===== src/rtl/sprite_line_mapper_pkg.sv =====
// Shared types and helpers for the scanline sprite mapper.
// Holds the per-line list entry, the empty-slot ID, the scan FSM states and
// the 1-bit-wider window test used by both the Y scan and the X pixel match.
package sprite_pkg;

   localparam int COORD_W   = 10;
   localparam int ID_W      = 4;
   localparam int SIZE_LOG2 = 5;

   // An all-ones ID marks an unused sprite slot and is also the "no sprite" output.
   localparam logic [ID_W-1:0] EMPTY_ID = {ID_W{1'b1}};

   typedef struct packed {
      logic [COORD_W-1:0]   PosX;
      logic [ID_W-1:0]      ID;
      logic [SIZE_LOG2-1:0] yoff;
   } line_entry_t;

   typedef enum logic [1:0] {
      IDLE = 2'd0,
      SCAN = 2'd1,
      DONE = 2'd2
   } state_t;

   // True when pos <= coord < pos + 2**size_log2. The extra top bit keeps a
   // sprite near the top of the coordinate range from wrapping back to 0.
   function automatic logic in_range(input logic [COORD_W-1:0] pos,
                                     input logic [COORD_W-1:0] coord,
                                     input int                 size_log2);
      logic [COORD_W:0] lo;
      logic [COORD_W:0] hi;
      logic [COORD_W:0] c;
      lo = {1'b0, pos};
      c  = {1'b0, coord};
      hi = lo + ((COORD_W+1)'(1) << size_log2);
      return (c >= lo) && (c < hi);
   endfunction

endpackage


===== src/rtl/sprite_line_mapper_if.sv =====
// Bus between the sprite register file / VGA timing and the line mapper.
// slave  : the mapper side (takes line timing, pixel X and sprite table; returns lookup result)
// master : the driving side
interface sprite_line_mapper_if
   import sprite_pkg::*;
   #(parameter int NUM_SPRITES = 16) ();

   logic                          line_start;
   logic [COORD_W-1:0]            line_y;
   logic [COORD_W-1:0]            DrawX;
   logic [NUM_SPRITES*COORD_W-1:0] PosX;
   logic [NUM_SPRITES*COORD_W-1:0] PosY;
   logic [NUM_SPRITES*ID_W-1:0]   SpriteID;
   logic [ID_W-1:0]               spriteIDOut;
   logic [SIZE_LOG2-1:0]          sPosXOut;
   logic [SIZE_LOG2-1:0]          sPosYOut;
   logic                          hit;
   logic                          overflow;
   logic                          scan_busy;

   modport slave (
      input  line_start, line_y, DrawX, PosX, PosY, SpriteID,
      output spriteIDOut, sPosXOut, sPosYOut, hit, overflow, scan_busy
   );

   modport master (
      output line_start, line_y, DrawX, PosX, PosY, SpriteID,
      input  spriteIDOut, sPosXOut, sPosYOut, hit, overflow, scan_busy
   );

endinterface


===== src/rtl/sprite_line_mapper_pixel_select.sv =====
// Combinational priority match of the current pixel X against the active line list.
// Ports:
//   entries   in  active line list (entry 0 = lowest slot number)
//   count     in  number of valid entries
//   DrawX     in  current pixel X
//   match     out some valid entry covers DrawX
//   matchId   out ID of the lowest matching entry, EMPTY_ID if none
//   matchXOff out DrawX minus that entry's X, 0 if none
//   matchYOff out that entry's stored Y offset, 0 if none
module sprite_pixel_select
   import sprite_pkg::*;
   #(parameter int MAX_PER_LINE = 8,
     parameter int CNT_W        = 4)
   (input  line_entry_t [MAX_PER_LINE-1:0] entries,
    input  logic [CNT_W-1:0]               count,
    input  logic [COORD_W-1:0]             DrawX,
    output logic                           match,
    output logic [ID_W-1:0]                matchId,
    output logic [SIZE_LOG2-1:0]           matchXOff,
    output logic [SIZE_LOG2-1:0]           matchYOff);

   localparam int LAW = (MAX_PER_LINE > 1) ? $clog2(MAX_PER_LINE) : 1;

   logic [MAX_PER_LINE-1:0] hitVec;
   logic [LAW-1:0]          selIdx;
   logic [COORD_W-1:0]      xDiff;

   // Per-entry window test, then pick the lowest index by walking downward.
   always_comb begin
      hitVec = '0;
      selIdx = '0;
      for (int k = MAX_PER_LINE - 1; k >= 0; k--) begin
         hitVec[k] = (CNT_W'(k) < count) && in_range(entries[k].PosX, DrawX, SIZE_LOG2);
         selIdx    = hitVec[k] ? LAW'(k) : selIdx;
      end
   end

   // Result fields for the selected entry, forced to the idle values on a miss.
   always_comb begin
      xDiff = DrawX - entries[selIdx].PosX;
      match = |hitVec;
      if (match) begin
         matchId   = entries[selIdx].ID;
         matchXOff = xDiff[SIZE_LOG2-1:0];
         matchYOff = entries[selIdx].yoff;
      end else begin
         matchId   = EMPTY_ID;
         matchXOff = {SIZE_LOG2{1'b0}};
         matchYOff = {SIZE_LOG2{1'b0}};
      end
   end

endmodule


===== src/rtl/sprite_line_mapper.sv =====
// Scanline sprite mapper. While one line is displayed, all sprite slots are
// scanned (one per clock) to build the list of sprites visible on line_y; the
// list is swapped in on line_start so the pixel lookup only compares against
// MAX_PER_LINE entries.
// Ports:
//   Clk    in  system clock
//   Reset  in  asynchronous active-high reset
//   bus    slave side of sprite_line_mapper_if:
//          line_start/line_y/DrawX/PosX/PosY/SpriteID in,
//          spriteIDOut/sPosXOut/sPosYOut/hit/overflow/scan_busy out (all registered)
module sprite_line_mapper
   import sprite_pkg::*;
   #(parameter int NUM_SPRITES  = 16,
     parameter int MAX_PER_LINE = 8)
   (input logic Clk,
    input logic Reset,
    sprite_line_mapper_if.slave bus);

   localparam int IDX_W = (NUM_SPRITES > 1) ? $clog2(NUM_SPRITES) : 1;
   localparam int CNT_W = $clog2(MAX_PER_LINE + 1);
   localparam int LAW   = (MAX_PER_LINE > 1) ? $clog2(MAX_PER_LINE) : 1;

   state_t                          state;
   logic [IDX_W-1:0]                slotIdx;
   logic [COORD_W-1:0]              ly;
   line_entry_t [MAX_PER_LINE-1:0]  scanList;
   line_entry_t [MAX_PER_LINE-1:0]  activeList;
   logic [CNT_W-1:0]                scanCount;
   logic [CNT_W-1:0]                activeCount;
   logic                            scanOvf;
   logic                            activeOvf;
   logic                            scanBusy;

   logic [COORD_W-1:0]              slotPosX;
   logic [COORD_W-1:0]              slotPosY;
   logic [COORD_W-1:0]              slotYDiff;
   logic [ID_W-1:0]                 slotId;
   logic                            slotSel;
   line_entry_t                     newEntry;

   logic                            pixHit;
   logic [ID_W-1:0]                 pixId;
   logic [SIZE_LOG2-1:0]            pixXOff;
   logic [SIZE_LOG2-1:0]            pixYOff;

   logic                            hitR;
   logic [ID_W-1:0]                 idOutR;
   logic [SIZE_LOG2-1:0]            xOutR;
   logic [SIZE_LOG2-1:0]            yOutR;

   // Decode the slot currently being scanned and decide whether it lands on line ly.
   always_comb begin
      slotPosX      = bus.PosX[slotIdx*COORD_W +: COORD_W];
      slotPosY      = bus.PosY[slotIdx*COORD_W +: COORD_W];
      slotId        = bus.SpriteID[slotIdx*ID_W +: ID_W];
      slotYDiff     = ly - slotPosY;
      slotSel       = (slotId != EMPTY_ID) && in_range(slotPosY, ly, SIZE_LOG2);
      newEntry.PosX = slotPosX;
      newEntry.ID   = slotId;
      newEntry.yoff = slotYDiff[SIZE_LOG2-1:0];
   end

   // Scan FSM plus list double-buffer; line_start always wins and restarts the scan.
   always_ff @(posedge Clk or posedge Reset) begin
      if (Reset) begin
         state       <= IDLE;
         slotIdx     <= {IDX_W{1'b0}};
         ly          <= {COORD_W{1'b0}};
         scanList    <= '0;
         activeList  <= '0;
         scanCount   <= {CNT_W{1'b0}};
         activeCount <= {CNT_W{1'b0}};
         scanOvf     <= 1'b0;
         activeOvf   <= 1'b0;
         scanBusy    <= 1'b0;
      end else if (bus.line_start) begin
         // A scan cut short still hands over what it found, but flags the line.
         activeList  <= scanList;
         activeCount <= scanCount;
         activeOvf   <= scanOvf | (state == SCAN);
         scanCount   <= {CNT_W{1'b0}};
         scanOvf     <= 1'b0;
         ly          <= bus.line_y;
         slotIdx     <= {IDX_W{1'b0}};
         state       <= SCAN;
         scanBusy    <= 1'b1;
      end else begin
         case (state)
            SCAN: begin
               if (slotSel) begin
                  if (scanCount < CNT_W'(MAX_PER_LINE)) begin
                     scanList[scanCount[LAW-1:0]] <= newEntry;
                     scanCount                    <= scanCount + CNT_W'(1);
                  end else begin
                     scanOvf <= 1'b1;
                  end
               end else begin
                  scanOvf <= scanOvf;
               end
               if (slotIdx == IDX_W'(NUM_SPRITES - 1)) begin
                  slotIdx  <= {IDX_W{1'b0}};
                  state    <= DONE;
                  scanBusy <= 1'b0;
               end else begin
                  slotIdx <= slotIdx + IDX_W'(1);
               end
            end
            IDLE, DONE: begin
               scanBusy <= 1'b0;
            end
            default: begin
               state    <= IDLE;
               scanBusy <= 1'b0;
            end
         endcase
      end
   end

   sprite_pixel_select #(
      .MAX_PER_LINE (MAX_PER_LINE),
      .CNT_W        (CNT_W)
   ) u_pixel_select (
      .entries   (activeList),
      .count     (activeCount),
      .DrawX     (bus.DrawX),
      .match     (pixHit),
      .matchId   (pixId),
      .matchXOff (pixXOff),
      .matchYOff (pixYOff)
   );

   // One-cycle registered pixel lookup result.
   always_ff @(posedge Clk or posedge Reset) begin
      if (Reset) begin
         hitR   <= 1'b0;
         idOutR <= EMPTY_ID;
         xOutR  <= {SIZE_LOG2{1'b0}};
         yOutR  <= {SIZE_LOG2{1'b0}};
      end else begin
         hitR   <= pixHit;
         idOutR <= pixId;
         xOutR  <= pixXOff;
         yOutR  <= pixYOff;
      end
   end

   assign bus.hit         = hitR;
   assign bus.spriteIDOut = idOutR;
   assign bus.sPosXOut    = xOutR;
   assign bus.sPosYOut    = yOutR;
   assign bus.overflow    = activeOvf;
   assign bus.scan_busy   = scanBusy;

endmodule


===== src/flat_wrapper.sv =====
// flat-port wrapper written by rule: the top's interface ports become plain ports
module sprite_line_mapper_flat import sprite_pkg::*;
#(parameter int NUM_SPRITES  = 16,
     parameter int MAX_PER_LINE = 8)
  (Clk, Reset, bus_line_start, bus_line_y, bus_DrawX, bus_PosX, bus_PosY, bus_SpriteID, bus_spriteIDOut, bus_sPosXOut, bus_sPosYOut, bus_hit, bus_overflow, bus_scan_busy);
  sprite_line_mapper_if #(.NUM_SPRITES(NUM_SPRITES)) bus_i ();
  input logic Clk;
  input logic Reset;
  input wire logic [$bits(bus_i.line_start)-1:0] bus_line_start;
  input wire logic [$bits(bus_i.line_y)-1:0] bus_line_y;
  input wire logic [$bits(bus_i.DrawX)-1:0] bus_DrawX;
  input wire logic [$bits(bus_i.PosX)-1:0] bus_PosX;
  input wire logic [$bits(bus_i.PosY)-1:0] bus_PosY;
  input wire logic [$bits(bus_i.SpriteID)-1:0] bus_SpriteID;
  output wire logic [$bits(bus_i.spriteIDOut)-1:0] bus_spriteIDOut;
  output wire logic [$bits(bus_i.sPosXOut)-1:0] bus_sPosXOut;
  output wire logic [$bits(bus_i.sPosYOut)-1:0] bus_sPosYOut;
  output wire logic [$bits(bus_i.hit)-1:0] bus_hit;
  output wire logic [$bits(bus_i.overflow)-1:0] bus_overflow;
  output wire logic [$bits(bus_i.scan_busy)-1:0] bus_scan_busy;
  assign bus_i.line_start = bus_line_start;
  assign bus_i.line_y = bus_line_y;
  assign bus_i.DrawX = bus_DrawX;
  assign bus_i.PosX = bus_PosX;
  assign bus_i.PosY = bus_PosY;
  assign bus_i.SpriteID = bus_SpriteID;
  assign bus_spriteIDOut = bus_i.spriteIDOut;
  assign bus_sPosXOut = bus_i.sPosXOut;
  assign bus_sPosYOut = bus_i.sPosYOut;
  assign bus_hit = bus_i.hit;
  assign bus_overflow = bus_i.overflow;
  assign bus_scan_busy = bus_i.scan_busy;
  sprite_line_mapper #(.NUM_SPRITES(NUM_SPRITES), .MAX_PER_LINE(MAX_PER_LINE)) u_core (.Clk(Clk), .Reset(Reset), .bus(bus_i));
endmodule

===== config.mk =====
export PLATFORM = sky130hd
export DESIGN_NAME = sprite_line_mapper_flat
export DESIGN_NICKNAME = d
export VERILOG_FILES = /design/src/rtl/sprite_line_mapper_pkg.sv /design/src/rtl/sprite_line_mapper_if.sv /design/src/rtl/sprite_line_mapper_pixel_select.sv /design/src/rtl/sprite_line_mapper.sv /design/src/flat_wrapper.sv
export SDC_FILE = /design/constraint.sdc
export NUM_CORES = 1
export LEC_CHECK = 0
export ABC_AREA = 1
export CORE_UTILIZATION = 29
export DETAILED_ROUTE_END_ITERATION = 10
export GPL_TIMING_DRIVEN = 0
export PLACE_DENSITY_LB_ADDON = 0.1
export REMOVE_ABC_BUFFERS = 1
export SLEW_MARGIN = 30
export SYNTH_ARGS = -nofsm -noshare
export SYNTH_HDL_FRONTEND = slang
export SYNTH_SLANG_ARGS = --single-unit

===== constraint.sdc =====
create_clock -name Clk -period 29.4 [get_ports Clk]
set_input_delay 4.41 -clock Clk [delete_from_list [all_inputs] [get_ports Clk]]
set_output_delay 4.41 -clock Clk [all_outputs]
set_load 0.01 [all_outputs]

==> PnR_summary.wiki <==
{| class="wikitable"
! Metric !! Value
|-
| Result of the run || completed
|-
| First drt pass iteration count || 5
|-
| Final wirelength || ~80000 µm
|-
| Leading area contributor after synthesis || dfrtp_1
|-
| Count of maximum capacitance violations || 0
|-
| Slew @ Worst Pin || 960 ps
|-
| Die height || between 200 and 300 µm
|-
| Category of the most critical setup path || in -> reg
|-
| Launching element type of the critical path || input port
|-
| Clock-pin slew on the worst setup and hold paths || approximately 60 ps
|-
| Reg2Reg Capture Point || u_core.scanList[17]$_DFFE_PP0P_
|-
| Overall power of the completed layout || about 1.5 mW
|-
| CTS buffer count || 41
|-
| Initial antenna violation count || 10
|-
| RSZ-0062 raised after global routing || no
|-
| Number of global-route vias before repair || between 20000 and 25000
|-
| I/O pin count || roughly 420
|-
| Core Box Area || between 70000 and 80000 µm²
|-
| Hold crit path type || reg -> reg
|-
| Sum of overflow across all layers after global routing || 0
|-
| TritonCTS clock tree || built
|-
| Post-synthesis to final-layout area growth || 32.1%
|-
| Total GRT Usage || 21.3%
|-
| Antenna viol nets, final || 0
|-
| CP dominant cell by count || nand2_1
|-
| Post-synth cell types || between 40 and 50
|-
| Total via count in the routed design || between 20000 and 25000
|-
| Row cnt || 98
|-
| Post-synth top flop || dfrtp_1
|-
| Number of hold violations in the final report || 0
|-
| Number of filler cells placed in the layout || ~7400
|-
| Count of input and output buffers || around 420
|-
| Highest net fanout along the worst path || 11
|-
| Worst path required time || between 20000 and 30000 ps
|-
| Number of gates given a new drive strength after cts || 0
|-
| Fin Clk Skew || between 20 and 30 ps
|-
| Setup repair bufs after CTS || 0
|-
| Final setup violation count || 0
|-
| Fraction of final layout cells with drive strength greater than 1 || 4.80%
|-
| Most used standard cells in the synthesized netlist || 829 x nand2_1, 342 x dfrtp_1, 309 x o21ai_0
|-
| Fin Setup TNS || 0 ps
|-
| Cell type group with the largest total delay on the critical path || simple AND/OR/NAND/NOR gates
|-
| Crit-path cells || clkdlybuf4s50_1 > ha_1 > nand2_1 > nor4_1 > nand3_1 > nand4_1 > o2111ai_1 > nand2_1 > inv_1 > nand2_1 > nor2_2 > inv_1 > nand3_1 > nand2_1 > ha_1 > inv_1 > fa_1 > nand3_1 > nand2_1 > xor2_1 > nand3_1 > a21oi_1
|-
| First-pass GRT wire length || ~120000 µm
|-
| FFs w/ async S/R, synth || between 90% and 100%
|-
| Top-count cell post-synth || nand2_1
|-
| Pin count of the biggest net entering global routing || about 120
|-
| CTS root buffer || clkbuf_16
|-
| Flip-flop and latch count after synthesis || 346
|-
| Leading post-synthesis cells by cell area || dfrtp_1 41%, nand2_1 15%, ha_1 8.9%
|-
| Drt drc || 0
|-
| Post-Syn Area per Cell || approximately 7.7 µm²
|-
| Worst r2r src || u_core.slotIdx[0]$_DFFE_PP0P_
|-
| Synthesized instance count || roughly 2700
|-
| Max frequency || between 100 and 150 MHz
|-
| Routed length per instance || about 20 µm
|-
| Nature of the critical path endpoint || register
|-
| Hold path start || u_core.scanList[65]$_DFFE_PP0P_
|-
| Clk Latency, worst-skew pair || about 570 ps
|-
| Post-CTS Hold Fix Bufs || 0
|-
| Buf+Inv Stages, Crit Path || 4
|-
| Lkg Pwr || roughly 12 nW
|-
| Destination of the worst hold path || u_core.activeList[65]$_DFFE_PP0P_
|-
| Number of synthesis warnings || 0
|-
| Portion of synthesized cell area occupied by the leading cell type || 40.6%
|-
| WHS Path Cells || 2
|-
| Data arrival time of the worst path || about 9900 ps
|-
| Largest stage delay, worst path || between 800 and 900 ps
|-
| Routability-driven placement congestion ratio || 0.848
|-
| Relative max-transition margin || between 30% and 40%
|-
| Buffers from clock root to sink, at most || 3
|-
| Max VDD drop || about 0.032 mV
|-
| Share of the clock period used by the worst path || about a third
|-
| P per Cell Area || around 55 nW/µm²
|-
| Count of routing violations after the opening detailed-route iteration || ~1100
|-
| Count of flip-flops with a built-in enable after synthesis || 0
|-
| Final slew viol count || 0
|-
| Maximum level of the CTS H-tree || 2
|-
| Number of cells traversed by the worst register-to-register path || 20
|-
| Post-synthesis cell area || about 21000 µm²
|-
| Slack of the worst reg-to-reg path || 23280 ps
|-
| DIE AREA || between 70000 and 80000 µm²
|-
| Initial Utilization || 29.4%
|-
| Overall die width || around 270 µm
|-
| Via density per instance || ~5
|-
| Share of the yosys chip area belonging to registers || approximately two fifths
|-
| Post-DP HPWL || 58000 µm
|-
| Nets || 3633
|-
| Crit path time final || between 9000 and 10000 ps
|-
| Slowest stage cell on the critical path || clkdlybuf4s50_1
|-
| Clk sinks || 346
|}
-- metrics by stage --
step,instances,hold slack (ps),setup slack (ps),instance area (µm²),util (%)
2_1_floorplan,2580,437,15400,20300,-
3_3_place_gp,3953,450,10510,25700,35.8
3_5_place_dp,3981,454,19370,26500,36.9
4_1_cts,4054,457,19970,27800,38.8
5_1_grt,4060,482,19570,27800,38.8
6_report,4060,459,19960,27800,38.8
-- worst register-to-register path, cell delays in order (launching register included) --
cell and delay (ps):
dfrtp_4 630, buf_16 260, inv_8 310, buf_16 330, nand2_4 500, o221ai_1 540
a21o_1 130, nand3_1 70, nand2_1 240, inv_1 110, ha_1 280, inv_1 40
ha_1 280, a21oi_1 130, o31ai_1 80, a31oi_1 190, o21ai_0 110, a21oi_1 130
o21a_2 420, nand3_2 780, o21ai_0 460
-- state kept, by name, summed over array words and instances (netlist names) --
name and cells:
u_core.bus.scan_busy 1, u_core.scanOvf 1, u_core.scanList 152, u_core.state 2, u_core.scanCount 4, u_core.bus.sPosXOut 5
u_core.activeList 152, u_core.slotIdx 4, u_core.bus.spriteIDOut 4, u_core.bus.overflow 1, u_core.ly 10, u_core.bus.hit 1
u_core.bus.sPosYOut 5, u_core.activeCount 4
-- layout by cell type, fill, tap and decap left out, types with 18 or more instances in the layout --
cell type          n
nand3_1           92
o21ai_1           87
a31oi_1           41
ha_1             150
a21oi_1          125
dfrtp_1          338
nor2_1           148
o221ai_1          67
nand2_1          828
o22ai_1           36
clkdlybuf4s50_1  417
nand4_1           18
xor2_1            21
o21ai_0          309
clkbuf_16         43
inv_1            187
-- layout make-up --
cell class / count / area, µm² / share of cell area (%)
flip-flops and latches: 346 / 8680 / 31.2
diodes: 6 / 15.0 / 0.0539
repair buffers: 451 / 4750 / 17.0
clock inverters: 16 / 141 / 0.508
inverters: 194 / 752 / 2.70
well taps: 950 / 1190 / 4.27
multi-input cells: 2040 / 11100 / 39.9
clock buffers: 57 / 1210 / 4.34
-- how the worst max path moves through the flow --
stage | cells past startpoint | from | slack [ps] | endpoint
finish | 22 | bus_DrawX[4] | 19960 | u_core.bus.sPosXOut[4]$_DFF_PP0_
detailed placement | 22 | bus_DrawX[4] | 19370 | u_core.bus.sPosXOut[4]$_DFF_PP0_
global route | 22 | bus_DrawX[4] | 19570 | u_core.bus.sPosXOut[4]$_DFF_PP0_
floorplan | 1 | Reset | 15400 | u_core.activeCount[0]$_DFFE_PP0P_
global placement | 2 | Reset | 10510 | u_core.bus.sPosYOut[1]$_DFF_PP0_
CTS | 22 | bus_DrawX[4] | 19970 | u_core.bus.sPosXOut[4]$_DFF_PP0_
-- per-layer routing --
metal  wire (µm)  vias up  global-route usage [%]
met3        3970       95                    3.34
met5           0        -                       0
met1       33400     9742                    25.8
li1            -     9942                       -
met2       40200      510                    38.3
met4        2120        0                    7.07
-- cell families (layout without fill, tap and decap cells) --
| family | after synthesis | after routing | synth area share, % |
|---|---|---|---|
| AOI/OAI and AO/OA | 728 | 728 | 19.8 |
| xor gates and xnor gates | 34 | 34 | 1.41 |
| adders and majority gates | 152 | 152 | 9.09 |
| buffers and inverters | 353 | 718 | 7.31 |
| DFF | 346 | 346 | 41.1 |
| other | 0 | 6 | 0 |
| and+or+nand+nor | 1126 | 1126 | 21.3 |
-- report_power, final --
part | internal [mW] | switching [mW]
clock | 0.304 | 0.211
combinational | 0.182 | 0.259
sequential | 0.542 | 0.0396
total | 1.03 | 0.510
No activity file was read; power rests on OpenSTA's default activity.
